### src/rtl/bus_sequencer_if.sv
// ---------------------------------------------------------------------------
// bus_sequencer_if
// Register-file side bus of the bus sequencer.
//
// Signals:
//   INST      [7:0] instruction word addressed by the PC ([7:4] opcode, [3:0] imm)
//   LOADBUS   [3:0] data driven back by the register-file tristates
//   STOREBUS  [3:0] store data towards the register file (mirrors accumulator)
//   nPC_LD          active-low PC load (jump)
//   nPC_OPEN        active-low PC increment
//   nJRD_ST/nJRU_ST/nORD_ST/nORU_ST     active-low register store strobes
//   nJRD_OUT/nJRU_OUT/nIRD_OUT/nIRU_OUT active-low register output enables
//
// Modports:
//   master : sequencer side (drives strobes and STOREBUS)
//   slave  : register-file / program-memory side
// ---------------------------------------------------------------------------
interface bus_sequencer_if;
   logic [7:0] INST;
   logic [3:0] LOADBUS;
   logic [3:0] STOREBUS;
   logic       nPC_LD;
   logic       nPC_OPEN;
   logic       nJRD_ST;
   logic       nJRU_ST;
   logic       nORD_ST;
   logic       nORU_ST;
   logic       nJRD_OUT;
   logic       nJRU_OUT;
   logic       nIRD_OUT;
   logic       nIRU_OUT;

   modport master (
      input  INST, LOADBUS,
      output STOREBUS, nPC_LD, nPC_OPEN,
             nJRD_ST, nJRU_ST, nORD_ST, nORU_ST,
             nJRD_OUT, nJRU_OUT, nIRD_OUT, nIRU_OUT
   );

   modport slave (
      output INST, LOADBUS,
      input  STOREBUS, nPC_LD, nPC_OPEN,
             nJRD_ST, nJRU_ST, nORD_ST, nORU_ST,
             nJRD_OUT, nJRU_OUT, nIRD_OUT, nIRU_OUT
   );
endinterface

### src/rtl/bus_sequencer.sv
// ---------------------------------------------------------------------------
// bus_sequencer
// Three-cycle instruction sequencer (FETCH -> EXEC -> NEXT) driving the
// active-low strobes of a 4-bit register file, with accumulator A and an
// optional carry/ALU path.
//
// Parameters:
//   ACC_RESET  reset value of accumulator A
//
// Ports:
//   CLK    single clock, rising edge
//   RST    synchronous active-high reset
//   RUN    1 = execute, 0 = halt at next FETCH
//   bus    bus_sequencer_if.master (INST, LOADBUS, STOREBUS, ten strobes)
//   ACC    accumulator A
//   CARRY  carry flag C
//   BUSY   high in any state other than FETCH
//
// Configuration macro:
//   BUS_SEQ_ALU_EN  defined   -> ADDI (opcode B) and JNC (opcode C) active
//                   undefined -> B and C execute as NOP, CARRY stays 0
// ---------------------------------------------------------------------------
module bus_sequencer #(
   parameter logic [3:0] ACC_RESET = 4'h0
) (
   input  logic                   CLK,
   input  logic                   RST,
   input  logic                   RUN,
   bus_sequencer_if.master        bus,
   output logic [3:0]             ACC,
   output logic                   CARRY,
   output logic                   BUSY
);

   typedef enum logic [1:0] {
      S_FETCH,
      S_EXEC,
      S_NEXT
   } state_t;

   typedef enum logic [3:0] {
      OP_NOP  = 4'h0,
      OP_LDI  = 4'h1,
      OP_STJD = 4'h2,
      OP_STJU = 4'h3,
      OP_STOD = 4'h4,
      OP_STOU = 4'h5,
      OP_LDJD = 4'h6,
      OP_LDJU = 4'h7,
      OP_LDID = 4'h8,
      OP_LDIU = 4'h9,
      OP_JMP  = 4'hA,
      OP_ADDI = 4'hB,
      OP_JNC  = 4'hC
   } op_t;

   // Bit positions inside the packed active-low strobe register.
   localparam int unsigned SB_PC_LD   = 0;
   localparam int unsigned SB_PC_OPEN = 1;
   localparam int unsigned SB_JRD_ST  = 2;
   localparam int unsigned SB_JRU_ST  = 3;
   localparam int unsigned SB_ORD_ST  = 4;
   localparam int unsigned SB_ORU_ST  = 5;
   localparam int unsigned SB_JRD_OUT = 6;
   localparam int unsigned SB_JRU_OUT = 7;
   localparam int unsigned SB_IRD_OUT = 8;
   localparam int unsigned SB_IRU_OUT = 9;

   state_t     r_state;
   logic [7:0] r_ireg;
   logic [3:0] r_a;
   logic       r_c;
   logic       r_busy;
   logic [9:0] r_strb;        // active-low, one bit per strobe

   op_t        w_fetch_op;
   op_t        w_exec_op;
   logic [9:0] w_exec_strb;   // strobe pattern for the coming EXEC cycle

   assign w_fetch_op = op_t'(bus.INST[7:4]);
   assign w_exec_op  = op_t'(r_ireg[7:4]);

`ifdef BUS_SEQ_ALU_EN
   logic [4:0] w_sum;
   assign w_sum = {1'b0, r_a} + {1'b0, r_ireg[3:0]};
`endif

   // Decode from INST during FETCH so the EXEC strobe comes straight out of
   // a flop on the first EXEC cycle. JNC looks at C as it stands at fetch,
   // which is the value the preceding instructions left behind.
   always_comb begin
      w_exec_strb = '1;
      case (w_fetch_op)
         OP_STJD: w_exec_strb[SB_JRD_ST]  = 1'b0;
         OP_STJU: w_exec_strb[SB_JRU_ST]  = 1'b0;
         OP_STOD: w_exec_strb[SB_ORD_ST]  = 1'b0;
         OP_STOU: w_exec_strb[SB_ORU_ST]  = 1'b0;
         OP_LDJD: w_exec_strb[SB_JRD_OUT] = 1'b0;
         OP_LDJU: w_exec_strb[SB_JRU_OUT] = 1'b0;
         OP_LDID: w_exec_strb[SB_IRD_OUT] = 1'b0;
         OP_LDIU: w_exec_strb[SB_IRU_OUT] = 1'b0;
         OP_JMP:  w_exec_strb[SB_PC_LD]   = 1'b0;
`ifdef BUS_SEQ_ALU_EN
         OP_JNC:  w_exec_strb[SB_PC_LD]   = r_c;
`endif
         default: w_exec_strb = '1;
      endcase
   end

   always_ff @(posedge CLK) begin
      if (RST) begin
         r_state <= S_FETCH;
         r_ireg  <= 8'h00;
         r_a     <= ACC_RESET;
         r_c     <= 1'b0;
         r_busy  <= 1'b0;
         r_strb  <= '1;
      end else begin
         case (r_state)
            S_FETCH: begin
               r_strb <= '1;
               if (RUN) begin
                  r_ireg  <= bus.INST;
                  r_strb  <= w_exec_strb;
                  r_busy  <= 1'b1;
                  r_state <= S_EXEC;
               end
            end

            S_EXEC: begin
               case (w_exec_op)
                  OP_LDI:  r_a <= r_ireg[3:0];
                  OP_LDJD,
                  OP_LDJU,
                  OP_LDID,
                  OP_LDIU: r_a <= bus.LOADBUS;
`ifdef BUS_SEQ_ALU_EN
                  OP_ADDI: {r_c, r_a} <= w_sum;
`endif
                  default: ;
               endcase
               // A jump taken in EXEC (nPC_LD low) suppresses the increment.
               r_strb             <= '1;
               r_strb[SB_PC_OPEN] <= ~r_strb[SB_PC_LD];
               r_state            <= S_NEXT;
            end

            S_NEXT: begin
               r_strb  <= '1;
               r_busy  <= 1'b0;
               r_state <= S_FETCH;
            end

            default: begin
               r_strb  <= '1;
               r_busy  <= 1'b0;
               r_state <= S_FETCH;
            end
         endcase
      end
   end

   assign bus.STOREBUS = r_a;
   assign bus.nPC_LD   = r_strb[SB_PC_LD];
   assign bus.nPC_OPEN = r_strb[SB_PC_OPEN];
   assign bus.nJRD_ST  = r_strb[SB_JRD_ST];
   assign bus.nJRU_ST  = r_strb[SB_JRU_ST];
   assign bus.nORD_ST  = r_strb[SB_ORD_ST];
   assign bus.nORU_ST  = r_strb[SB_ORU_ST];
   assign bus.nJRD_OUT = r_strb[SB_JRD_OUT];
   assign bus.nJRU_OUT = r_strb[SB_JRU_OUT];
   assign bus.nIRD_OUT = r_strb[SB_IRD_OUT];
   assign bus.nIRU_OUT = r_strb[SB_IRU_OUT];

   assign ACC   = r_a;
   assign CARRY = r_c;
   assign BUSY  = r_busy;

endmodule

### src/flat_wrapper.sv
// flat-port wrapper written by rule: the top's interface ports become plain ports
module bus_sequencer_flat 
#(
   parameter logic [3:0] ACC_RESET = 4'h0
)
  (CLK, RST, RUN, ACC, CARRY, BUSY, bus_INST, bus_LOADBUS, bus_STOREBUS, bus_nPC_LD, bus_nPC_OPEN, bus_nJRD_ST, bus_nJRU_ST, bus_nORD_ST, bus_nORU_ST, bus_nJRD_OUT, bus_nJRU_OUT, bus_nIRD_OUT, bus_nIRU_OUT);
  bus_sequencer_if bus_i ();
  input  logic CLK;
  input  logic RST;
  input  logic RUN;
  output logic [3:0] ACC;
  output logic CARRY;
  output logic BUSY;
  input wire logic [$bits(bus_i.INST)-1:0] bus_INST;
  input wire logic [$bits(bus_i.LOADBUS)-1:0] bus_LOADBUS;
  output wire logic [$bits(bus_i.STOREBUS)-1:0] bus_STOREBUS;
  output wire logic [$bits(bus_i.nPC_LD)-1:0] bus_nPC_LD;
  output wire logic [$bits(bus_i.nPC_OPEN)-1:0] bus_nPC_OPEN;
  output wire logic [$bits(bus_i.nJRD_ST)-1:0] bus_nJRD_ST;
  output wire logic [$bits(bus_i.nJRU_ST)-1:0] bus_nJRU_ST;
  output wire logic [$bits(bus_i.nORD_ST)-1:0] bus_nORD_ST;
  output wire logic [$bits(bus_i.nORU_ST)-1:0] bus_nORU_ST;
  output wire logic [$bits(bus_i.nJRD_OUT)-1:0] bus_nJRD_OUT;
  output wire logic [$bits(bus_i.nJRU_OUT)-1:0] bus_nJRU_OUT;
  output wire logic [$bits(bus_i.nIRD_OUT)-1:0] bus_nIRD_OUT;
  output wire logic [$bits(bus_i.nIRU_OUT)-1:0] bus_nIRU_OUT;
  assign bus_i.INST = bus_INST;
  assign bus_i.LOADBUS = bus_LOADBUS;
  assign bus_STOREBUS = bus_i.STOREBUS;
  assign bus_nPC_LD = bus_i.nPC_LD;
  assign bus_nPC_OPEN = bus_i.nPC_OPEN;
  assign bus_nJRD_ST = bus_i.nJRD_ST;
  assign bus_nJRU_ST = bus_i.nJRU_ST;
  assign bus_nORD_ST = bus_i.nORD_ST;
  assign bus_nORU_ST = bus_i.nORU_ST;
  assign bus_nJRD_OUT = bus_i.nJRD_OUT;
  assign bus_nJRU_OUT = bus_i.nJRU_OUT;
  assign bus_nIRD_OUT = bus_i.nIRD_OUT;
  assign bus_nIRU_OUT = bus_i.nIRU_OUT;
  bus_sequencer #(.ACC_RESET(ACC_RESET)) u_core (.CLK(CLK), .RST(RST), .RUN(RUN), .bus(bus_i), .ACC(ACC), .CARRY(CARRY), .BUSY(BUSY));
endmodule
### config.mk
export PLATFORM = sky130hd
export DESIGN_NAME = bus_sequencer_flat
export DESIGN_NICKNAME = d
export VERILOG_FILES = /design/src/rtl/bus_sequencer_if.sv /design/src/rtl/bus_sequencer.sv /design/src/flat_wrapper.sv
export SDC_FILE = /design/constraint.sdc
export NUM_CORES = 1
export LEC_CHECK = 0
export BUFFER_PORTS_ARGS = -buffer_cell sky130_fd_sc_hd__buf_2
export CAP_MARGIN = 15
export CORE_MARGIN = 2
export CORE_UTILIZATION = 45
export DETAILED_ROUTE_END_ITERATION = 12
export PLACE_DENSITY = 0.74
export SETUP_SLACK_MARGIN = 0.3
export SLEW_MARGIN = 20
export SYNTH_ARGS = -nofsm -noshare
export SYNTH_HDL_FRONTEND = slang
export SYNTH_SLANG_ARGS = --single-unit
### constraint.sdc
create_clock -name CLK -period 2.15 [get_ports CLK]
set_input_delay 0.1075 -clock CLK [delete_from_list [all_inputs] [get_ports CLK]]
set_output_delay 0.1075 -clock CLK [all_outputs]
set_load 0.1 [all_outputs]
# ---- After elaboration in Yosys (flattened, before gate mapping)
# Index checks and enable logic that the tools add are counted.
dict set report classes {
  eq_ne 16
  n_reduce_logical 6
  n_bitwise 2
  mux 16
}
# cell n
set op_table {}
lappend op_table {{$eq A4 B3 Y1 const B} 6}
lappend op_table {{$eq A4 B4 Y1 const B} 5}
lappend op_table {{$pmux W10 S2} 1}
lappend op_table {{$mux W1} 10}
lappend op_table {{$mux W10} 1}
lappend op_table {{$eq A4 B2 Y1 const B} 2}
lappend op_table {{$pmux W4 S2} 1}
lappend op_table {{$reduce_and A2 Y1} 3}
lappend op_table {{$eq A4 B1 Y1 const B} 1}
lappend op_table {{$pmux W2 S2} 1}
lappend op_table {{$reduce_or A4 Y1} 1}
lappend op_table {{$eq A2 B1 Y1 const B} 1}
lappend op_table {{$logic_not A2 Y1} 1}
lappend op_table {{$mux W2} 1}
lappend op_table {{$ne A2 B2 Y1 const B} 1}
lappend op_table {{$not A1 Y1} 2}
lappend op_table {{$pmux W1 S2} 1}
lappend op_table {{$reduce_bool A2 Y1} 1}
dict set report word_totals {
  inputBits 15
  reg_bits 25
}

# ---- Logic depth before layout (Yosys ltp)
dict set report logic_depth {
  word_depth 4
  depth_mapped 5
  depth_no_buf 4
}

# ---- Least setup slack after synthesis
# OpenSTA, ideal clock, no wires.
dict set report synth_timing {
  path_type {register to output}
  from {register u_core.r_a[0] (netlist: u_core.ACC[0])}
  to {output bus_STOREBUS[0]}
  path_slack_ps 669
  path_buffers 1
  required_time_ps 2043
  stages_incl_launch_ff 2
  arrival_ps 1374
  path_cell_list {dfxtp_1 -> buf_4}
}
# element line_no
set synth_lines {}
lappend synth_lines {{from (decl)} bus_sequencer.sv:71} ;# logic [3:0] r_a;
lappend synth_lines {{from (signal assigned)} bus_sequencer.sv:132} ;# OP_LDI: r_a <= r_ireg[3:0];
lappend synth_lines {{from (signal assigned)} bus_sequencer.sv:136} ;# OP_LDIU: r_a <= bus.LOADBUS;
lappend synth_lines {{to (decl)} flat_wrapper.sv:16} ;# output wire logic [$bits(bus_i.STOREBUS)-1:0] bus_STOREBUS;
# No word-level cell between the ends.

# ---- Final worst setup path
dict set report layout_timing {
  from {register u_core.r_ireg[7]}
  to {register u_core.r_a[0] (netlist: u_core.ACC[0])}
}
dict set report layout_between {
  elab_chain_len 4
}
# element line_no
set layout_rtl {}
lappend layout_rtl {{from (decl)} bus_sequencer.sv:70} ;# logic [7:0] r_ireg;
lappend layout_rtl {{from (signal assigned)} bus_sequencer.sv:123} ;# r_ireg <= bus.INST;
lappend layout_rtl {{$eq A4 B3 Y1 / $eq A4 B4 Y1 (equally long branches)} bus_sequencer.sv:131} ;# case (w_exec_op)
lappend layout_rtl {{$reduce_or A4 Y1} bus_sequencer.sv:131}
lappend layout_rtl {{$reduce_bool A2 Y1 (no line)} -}
lappend layout_rtl {{$reduce_and A2 Y1 (no line)} -}
# Parallel ways exist; a longest one is shown, timed or not.
# A chain may end at the register's enable or synchronous reset.

==> impl_metrics.json <==
{
  "drv_slew": 0,
  "cts.reportedPaths.clkPinSlew_ps": 130,
  "synth_fp_nets": 115,
  "hold_violations": 0,
  "drt_iter0_drc": 20,
  "core.rowCount": 16,
  "hp-class": "in2reg",
  "synthAdderAreaFrac_pct": 0,
  "worst-r2r-setup-slack_ps": 760,
  "final_antenna_net_count": 0,
  "grt_max_degree": 16,
  "ys_seq_elements": 25,
  "register_area_um2": 500,
  "regToRegEndpoint": "u_core.ACC[0]$_SDFFE_PP0P_",
  "drt-vias-per-instance": 4.85,
  "ir_drop_mv": 0.438,
  "gr-usage-all-layers_pct": 14.5,
  "synth-simple-area-share_pct": 22.9,
  "finalPower_uw": 857,
  "cts_max_level": 1,
  "setup_viol_count_final": 0,
  "worstPathRequired_ps": 2370,
  "p_leak_uw": 0.000452,
  "core_area_um2": 1940,
  "syn_area_um2": 920,
  "die_area_um2": 2420,
  "wirelength_um": 1670,
  "start_util_pct": 47.4,
  "finalWorstSetupSlack_ps": 763,
  "finalSetupTns_ps": 0,
  "final_common_cell": "buf_2",
  "antenna_cells": 0,
  "final_cell_mix": "buf_2 (33), nand2_1 (25), dfxtp_1 (25)",
  "drcViolationCount": 0,
  "synth_mux_area_share_pct": 4.35,
  "nets": 145,
  "start_kind": "register",
  "max_freq_mhz": 721,
  "die_width_um": 49.2,
  "whs_endpoint": "u_core.r_strb[7]$_SDFF_PP1_",
  "dieHeight_um": 49.2,
  "r2r_cells": 4,
  "worstHoldPathCells": 2,
  "syn_inst": 100,
  "worstSkewPairLatency_ps": 300,
  "fillers": 196,
  "synth_compound_area_share_pct": 12.2,
  "routedWlPerCell_um": 10.7,
  "clockRootBuffer": "clkbuf_4",
  "hold_ws_ps": 18.3,
  "crit_type": "reg2reg",
  "tightest_slew_ps": 556,
  "outcome": "complete, no violations",
  "pwr_density_cell_nw_per_um2": 781,
  "place_ws_ps": 806,
  "grt_setup_unrepaired": "no",
  "fin_skew_ps": 2.04,
  "drive_above_1_share_pct": 31.0,
  "synth.distinct_cells": 20,
  "clock-sinks": 25,
  "regToRegStartpoint": "u_core.r_ireg[7]$_SDFFE_PP0P_",
  "ys_seq_area_share_pct": 54.4,
  "ctsResizeCount": 0,
  "synth_xor_area_share_pct": 0,
  "clockBufferDepth": 2,
  "postCtsSetupBuffers": 0,
  "gr-total-overflow": 0,
  "timing.final.crit_share_pct": 64.5,
  "cts_tree": "yes",
  "grt_pass1_wl_um": 2760,
  "timing.final.crit_period_ps": 1390,
  "antenna_found_initial": 0,
  "min_from": "bus_INST[5]",
  "worstPathMaxFanout": 8,
  "numCtsBuffers": 3,
  "yosys_warnings": 0,
  "syn_avg_cell_area_um2": 9.20,
  "gp_congestion": 0.727,
  "crit_arrival_ps": 1610,
  "drt_pass1_iterations": 4,
  "relSlewSlack_pct": 62.7,
  "port_buffers": 33,
  "syn_to_final_growth_pct": 19.3,
  "cts_hold_buffers": 0,
  "setup.worst_path.end_class": "register",
  "maxCapViolations": 0,
  "synth_top_family_by_area": "simple AND/OR/NAND/NOR gates",
  "multi_input_area_um2": 367,
  "grt_pass1_vias": 644,
  "hpwlAfterDp_um": 1260,
  "vias": 756,
  "ioPinCount": 35
}
## flip-flops by register name, indices dropped and copies added, names as in the netlist
name / count
u_core.r_strb: 10
u_core.r_ireg: 8
u_core.ACC: 4
u_core.r_state: 2
u_core.BUSY: 1
## Yosys cell counts
master	number	area (um^2)
nand3_1	2	10.0
a21oi_1	13	65.1
nor2b_1	4	25.0
and2_1	1	6.26
a311oi_1	4	35.0
buf_4	5	37.5
inv_1	1	3.75
nor3_1	1	5.00
o31ai_2	1	12.5
nor3b_1	2	15.0
conb_1	1	3.75
nand2b_1	1	6.26
nand2_4	1	11.3
dfxtp_1	25	500
clkbuf_1	3	11.3
nor2_1	3	11.3
mux2i_1	4	40.0
nand3b_1	2	15.0
or3b_4	1	11.3
nand2_1	25	93.8
## stage by stage
step                      util [%]  std cells  cell area [um^2]
after global placement        55.1        152              1070
after CTS                     56.5        156              1100
after detailed placement      55.1        152              1070
after floorplan                  -        100               920
after global routing          56.5        156              1100
final                         56.5        156              1100
## cell type report
cell class | instances | share of cell area, %
clock buffer | 3 | 2.05
timing repair buffer | 33 | 15.1
inverter | 1 | 0.342
tap | 27 | 3.08
sequential | 25 | 45.6
multi-input combinational | 66 | 33.4
clock inverter | 1 | 0.456
## cell families (layout without fill, tap and decap cells)
group                  after synthesis  count (layout)
multiplexers                         4               4
AND/OR/NAND/NOR                     43              43
buffers and inverters                9              38
AO/OA/AOI/OAI                       18              18
other                                1               1
flip-flops                          25              25
## how the worst max path moves through the flow
| stage | cells past startpoint | slack [ps] | endpoint | startpoint |
|---|---|---|---|---|
| floorplan | 1 | 670 | bus_STOREBUS[0] | u_core.ACC[0]$_SDFFE_PP0P_ |
| global placement | 4 | 850 | u_core.ACC[3]$_SDFFE_PP0P_ | u_core.r_ireg[7]$_SDFFE_PP0P_ |
| detailed placement | 4 | 810 | u_core.ACC[0]$_SDFFE_PP0P_ | u_core.r_ireg[7]$_SDFFE_PP0P_ |
| CTS | 4 | 750 | u_core.ACC[0]$_SDFFE_PP0P_ | u_core.r_ireg[7]$_SDFFE_PP0P_ |
| global route | 4 | 580 | u_core.ACC[1]$_SDFFE_PP0P_ | u_core.r_ireg[7]$_SDFFE_PP0P_ |
| finish | 4 | 760 | u_core.ACC[0]$_SDFFE_PP0P_ | u_core.r_ireg[7]$_SDFFE_PP0P_ |
## power by group
group	leakage, uW	internal [uW]	switching, uW
registers	0.000204	481	10.2
clock network	0.0000177	69.3	130
logic	0.000230	40.0	127
## worst max-delay path: stages, from the launching register on
cell and delay [ps]:
dfxtp_1 380, nor2_1 70, o31ai_2 470, a21oi_1 130, a311oi_1 250
## metal layers
| metal | vias to the layer above | track usage [%] | routed length [um] |
|---|---|---|---|
| met1 | 341 | 18.3 | 724 |
| met3 | 2 | 2.76 | 92 |
| met2 | 24 | 24.8 | 841 |
| met5 | - | 0 | 0 |
| li1 | 389 | - | - |
| met4 | 0 | 4.29 | 14 |
No activity file was read; power rests on OpenSTA's default activity.
